--- src/rtl/cv32e40s_rvfi_obi_instr_tracker.sv ---
// ----------------------------------------------------------------------------
// cv32e40s_rvfi_obi_instr_tracker
//
// Purpose:
//   Trace-side monitor on the instruction OBI bus. Each granted request
//   payload is queued in a small in-order FIFO. When the matching rvalid
//   arrives, the queued payload is paired with the response payload, and the
//   pair is emitted as one rvfi_obi_instr_t record for retirement tracing.
//   The block only observes the bus. It never drives it.
//
// Parameters:
//   DEPTH           max outstanding granted requests tracked (>=1)
//   TIMEOUT_CYCLES  response-timeout threshold (used only with the macro below)
//
// Optional feature:
//   `define CV32E40S_RVFI_OBI_TIMEOUT_EN builds the response-timeout counter.
//   If the macro is not defined, timeout_o is tied to 0.
//
// Ports:
//   clk, rst                 clock, synchronous active-high reset
//   obi_req_i, obi_gnt_i     request handshake; payload captured on req&&gnt
//   obi_req_payload_i        addr/prot/memtype/dbg of the request
//   obi_rvalid_i             response valid
//   obi_resp_payload_i       rdata/err of the response
//   rvfi_obi_instr_o         last paired {request, response} record
//   rvfi_obi_instr_valid_o   1-cycle pulse when a new record is present
//   outstanding_o            granted-but-unanswered count
//   err_underflow_o          sticky: rvalid with nothing outstanding
//   err_overflow_o           sticky: grant dropped because the FIFO was full
//   timeout_o                sticky: oldest request waited TIMEOUT_CYCLES
// ----------------------------------------------------------------------------
package cv32e40s_rvfi_obi_instr_tracker_pkg;

    typedef struct packed {
        logic [31:0] addr;
        logic [2:0]  prot;
        logic [1:0]  memtype;
        logic        dbg;
    } obi_inst_req_t;

    typedef struct packed {
        logic [31:0] rdata;
        logic        err;
    } obi_inst_resp_t;

    typedef struct packed {
        obi_inst_req_t  req_payload;
        obi_inst_resp_t resp_payload;
    } rvfi_obi_instr_t;

endpackage

module cv32e40s_rvfi_obi_instr_tracker
    import cv32e40s_rvfi_obi_instr_tracker_pkg::*;
#(
    parameter int unsigned DEPTH          = 2,
    parameter int unsigned TIMEOUT_CYCLES = 1024
) (
    input  logic                         clk,
    input  logic                         rst,
    input  logic                         obi_req_i,
    input  logic                         obi_gnt_i,
    input  obi_inst_req_t                obi_req_payload_i,
    input  logic                         obi_rvalid_i,
    input  obi_inst_resp_t               obi_resp_payload_i,
    output rvfi_obi_instr_t              rvfi_obi_instr_o,
    output logic                         rvfi_obi_instr_valid_o,
    output logic [$clog2(DEPTH+1)-1:0]   outstanding_o,
    output logic                         err_underflow_o,
    output logic                         err_overflow_o,
    output logic                         timeout_o
);

    localparam int unsigned     PTR_W    = (DEPTH > 1) ? $clog2(DEPTH) : 1;
    localparam int unsigned     CNT_W    = $clog2(DEPTH + 1);
    localparam logic [PTR_W-1:0] LAST_PTR = PTR_W'(DEPTH - 1);
    localparam logic [CNT_W-1:0] FULL_CNT = CNT_W'(DEPTH);

    // Elaboration-time parameter sanity checks.
    if (DEPTH < 1) begin : g_depth_chk
        $error("DEPTH must be >= 1");
    end
    if (TIMEOUT_CYCLES < 1) begin : g_timeout_chk
        $error("TIMEOUT_CYCLES must be >= 1");
    end

    obi_inst_req_t    mem [DEPTH];
    logic [PTR_W-1:0] wptr;
    logic [PTR_W-1:0] rptr;
    logic [CNT_W-1:0] count;

    logic push;
    logic push_ok;
    logic pop_ok;
    logic empty;
    logic full;

    assign empty   = (count == '0);
    assign full    = (count == FULL_CNT);
    assign push    = obi_req_i && obi_gnt_i;
    // An rvalid cannot complete a same-cycle grant, so a pop needs an entry
    // that was already stored before this edge.
    assign pop_ok  = obi_rvalid_i && !empty;
    // A full FIFO still accepts a push when an entry leaves in the same cycle.
    assign push_ok = push && (!full || pop_ok);

    // Payload storage is not reset. Entries are only read while counted as valid.
    always_ff @(posedge clk) begin
        if (push_ok) begin
            mem[wptr] <= obi_req_payload_i;
        end
    end

    always_ff @(posedge clk) begin
        if (rst) begin
            wptr                   <= '0;
            rptr                   <= '0;
            count                  <= '0;
            rvfi_obi_instr_o       <= '0;
            rvfi_obi_instr_valid_o <= 1'b0;
            err_underflow_o        <= 1'b0;
            err_overflow_o         <= 1'b0;
        end else begin
            if (push_ok) begin
                wptr <= (wptr == LAST_PTR) ? '0 : wptr + PTR_W'(1);
            end
            if (pop_ok) begin
                rptr                          <= (rptr == LAST_PTR) ? '0 : rptr + PTR_W'(1);
                rvfi_obi_instr_o.req_payload  <= mem[rptr];
                rvfi_obi_instr_o.resp_payload <= obi_resp_payload_i;
            end
            rvfi_obi_instr_valid_o <= pop_ok;
            count <= count + CNT_W'(push_ok) - CNT_W'(pop_ok);

            if (obi_rvalid_i && empty) begin
                err_underflow_o <= 1'b1;
            end
            if (push && full && !pop_ok) begin
                err_overflow_o <= 1'b1;
            end
        end
    end

    assign outstanding_o = count;

`ifdef CV32E40S_RVFI_OBI_TIMEOUT_EN
    localparam int unsigned      TO_W   = $clog2(TIMEOUT_CYCLES + 1);
    localparam logic [TO_W-1:0]  TO_MAX = TO_W'(TIMEOUT_CYCLES);

    logic [TO_W-1:0] to_cnt;
    logic            timeout_q;

    // The counter measures how long the oldest entry has waited. It restarts
    // on every pop, stays at 0 while the FIFO is empty, and saturates.
    always_ff @(posedge clk) begin
        if (rst) begin
            to_cnt    <= '0;
            timeout_q <= 1'b0;
        end else begin
            if (pop_ok || empty) begin
                to_cnt <= '0;
            end else if (to_cnt != TO_MAX) begin
                to_cnt <= to_cnt + TO_W'(1);
            end
            if (to_cnt == TO_MAX) begin
                timeout_q <= 1'b1;
            end
        end
    end

    assign timeout_o = timeout_q;
`else
    assign timeout_o = 1'b0;
`endif

endmodule

--- config.mk ---
export PLATFORM = sky130hd
export DESIGN_NAME = cv32e40s_rvfi_obi_instr_tracker
export DESIGN_NICKNAME = d
export VERILOG_FILES = /design/src/rtl/cv32e40s_rvfi_obi_instr_tracker.sv
export SDC_FILE = /design/constraint.sdc
export NUM_CORES = 1
export LEC_CHECK = 0
export ABC_AREA = 0
export ABC_CLOCK_PERIOD_IN_PS = 7010
export CAP_MARGIN = 20
export CORE_MARGIN = 2
export CORE_UTILIZATION = 49
export CTS_BUF_LIST = sky130_fd_sc_hd__clkbuf_8
export CTS_CLUSTER_DIAMETER = 100
export DETAILED_ROUTE_END_ITERATION = 6
export GPL_TIMING_DRIVEN = 1
export MAX_ROUTING_LAYER = met4
export PLACE_DENSITY = 0.89
export SETUP_SLACK_MARGIN = 0.3
export SLEW_MARGIN = 20
export SYNTH_ARGS = -nofsm -noshare
export SYNTH_HDL_FRONTEND = slang
export SYNTH_SLANG_ARGS = --single-unit
export TNS_END_PERCENT = 20
--- constraint.sdc ---
create_clock -name clk -period 7.01 [get_ports clk]
set_input_delay 1.402 -clock clk [delete_from_list [all_inputs] [get_ports clk]]
set_output_delay 1.402 -clock clk [all_outputs]
set_load 0.01 [all_outputs]
==> summary.txt <==
Die
  – Core Box Area: between 0.01 and 0.015 sq mm
  – Ports: 153
  – Die Y: ~110 um
  – Die W: approximately 110 um
  – Die area: about 0.012 sq mm
  – Site row count: 38
  – Initial Utilization: 0.508

STA
  – RSZ-0062 raised after global routing: no
  – Layout Skew: between 0.01 and 0.015 ns
  – Setup TNS: 0 ns
  – Crit path time final: between 3 and 4 ns
  – Tightest Pin Transition: between 1 and 1.5 ns
  – Endpoints failing hold: 0
  – Final setup vio count: 0
  – Worst rel slew slack: 0.313
  – Final WS setup: between 3 and 4 ns
  – Fmax: roughly 280 MHz
  – Period utilization: 0.505
  – Max-slew violations: 0

Routing
  – Antenna Nets Post-Route: 0
  – DR vias: between 3000 and 4000
  – Wirelength, routed: roughly 12000 um
  – Vias per Instance: 5.10
  – Wire length per cell: around 16 um
  – Iter 0 DRT Violations: ~250
  – Residual DRC count: 0
  – First-pass DRT Iterations: 5

Synth
  – Mapped cell area: 0.00558 sq mm
  – Synth cell types: 26
  – Synthesized Nets: 503
  – Post-synthesis register bit count: 154
  – Mapped Cells: about 430
  – Register area share after synthesis: 0.688
  – Avg Inst Size Synth: between 10 and 15 sq um
  – YS warnings: 0

GRT
  – Tot GR Track Use: 0.203
  – Grt total ovfl: 0
  – Largest net degree at the start of global routing: 79
  – Number of global-route vias before repair: around 3900
  – First-pass GRT wire length: between 15000 and 20000 um
  – Initial antenna violation count: 0

Final layout
  – Synth-to-Final Area Change: 36.3%
  – Final nets: 647
  – N_diodes: 0
  – Commonest non-fill, non-tap cell in the layout: clkdlybuf4s50_1
  – Layout cells sized above 1: 0.131
  – FF+latch area: 0.00384 sq mm
  – Area occupied by multi-input gates: around 0.0016 sq mm
  – Layout fillers: about 740
  – Most frequent cells in the layout: clkdlybuf4s50_1 (150), dfxtp_1 (77), edfxtp_1 (76), nand2_1 (67), nor2_1 (44)

Critical path
  – Data arrival time of the critical path: between 3 and 4 ns
  – Critical path class: in2reg
  – CP endpoint kind: flop
  – Worst Reg-to-Reg Cells: 8
  – Critical Path RT: 7.33 ns
  – Reg2reg setup slack: ~4.3 ns
  – Startpoint types: input port
  – Crit Path Max Fanout: 57

Clock tree
  – CTS Root Cell: clkbuf_8
  – H-tree levels: 4
  – Resized cells post-CTS: 0
  – CTS clk-pin slew, worst paths: 0.07 ns
  – CTS Sinks: 154
  – Clock Tree Buf Depth: 2
  – Post-CTS Setup Inserts: 0
  – Total CTS buffers: 17
  – # hold bufs at CTS: 0
  – Clk_lat worst skew: around 0.42 ns
  – CTS tree: yes

Run status
  – Status: complete, no violations

Placement
  – DP Wirelength: 7990 um
  – GP Congestion: approximately 0.75
  – Post-Place Setup Slack: 3.06 ns
  – I/O Buffers: 151

Power and ir drop
  – LEAKAGE: about 0.0025 uW
  – Worst VDD drop: between 0.15 and 0.2 mV
  – Power Density: ~360 mW/mm^2

Min path
  – Hold path cells: 2
  – Hold Crit Class: reg2reg

Flow run
  – MaxCap Viol Count: 0
## per-layer routing
metal	up-vias	part of all wire	global-route usage
li1	1783	-	-
met1	1784	0.40	0.219
met2	96	0.55	0.364
met3	18	0.036	0.0459
met4	0	0.020	0.0783
met5	-	0	-
## sequential cells by signal, summed over array words and instances (netlist names)
register	cells
err_overflow_o	1
mem	76
wptr	1
err_underflow_o	1
rvfi_obi_instr_valid_o	1
outstanding_o	2
rptr	1
rvfi_obi_instr_o	71
## report_power, final
part / total, uW / switching [uW] / internal [uW]
logic: 828 / 426 / 402
clock network: 732 / 302 / 430
registers: 1180 / 86.8 / 1090
## cells in the mapped netlist (all sizes together)
library cell	n	share of area
o21ai	2	0.0038
nor2b	1	0.0011
edfxtp	76	0.41
nor3	1	0.00090
nor3b	1	0.0013
conb	1	0.00067
or2	1	0.0011
nand2	67	0.045
clkbuf	12	0.0081
a31oi	1	0.0011
xnor2	1	0.0016
mux2i	38	0.068
xor2	1	0.0016
a21oi	35	0.031
inv	4	0.0027
or3	1	0.0011
ha	2	0.0045
and2	1	0.0011
dfxtp	78	0.28
nor2	45	0.030
buf	18	0.021
a211oi	38	0.085
## stage by stage
stage | total power, uW | std cells | area, sq um | util | hold WS (ns)
after floorplan | 1680 | 425 | 5580 | - | 0.463
after global placement | 1980 | 689 | 7140 | 0.650 | 0.442
after detailed placement | 2030 | 690 | 7160 | 0.652 | 0.448
after CTS | 2760 | 722 | 7610 | 0.693 | 0.458
after global routing | 2870 | 722 | 7610 | 0.693 | 0.487
final | 2740 | 722 | 7610 | 0.693 | 0.454
## final cells by class
| class | instances | share of cell area |
|---|---|---|
| clock buffer | 18 | 0.0325 |
| clock inverter | 14 | 0.0268 |
| inverter | 4 | 0.00230 |
| multi-input combinational | 237 | 0.206 |
| sequential | 154 | 0.505 |
| tap | 140 | 0.0230 |
| timing repair buffer | 155 | 0.204 |
## worst max-delay path, stage by stage
cell and delay (ns):
clkdlybuf4s50_1 0.55, o21ai_4 0.26, inv_4 0.58, buf_4 0.65, nand2_1 0.14, a21oi_1 0.20
## worst paths after layout
| path | startpoint | to |
|---|---|---|
| worst max-delay path | obi_rvalid_i | rvfi_obi_instr_o[28] |
| worst min-delay path | rvfi_obi_instr_o[31] | rvfi_obi_instr_o[31] |
| worst max register to register | outstanding_o[1] | outstanding_o[1] |
| worst min register to register | rvfi_obi_instr_o[31] | rvfi_obi_instr_o[31] |
## logic make-up after synthesis
group                    after synthesis  share of synthesized area
flip-flops                           154                      0.688
AND/OR/NAND/NOR                      118                     0.0820
AO/OA/AOI/OAI                         76                      0.121
multiplexers                          38                     0.0681
buffers and inverters                 34                     0.0318
adder cells (fa/ha/maj)                2                    0.00448
XOR/XNOR                               2                    0.00314
other                                  1                   0.000672
Power figures use the tool's default switching activity.
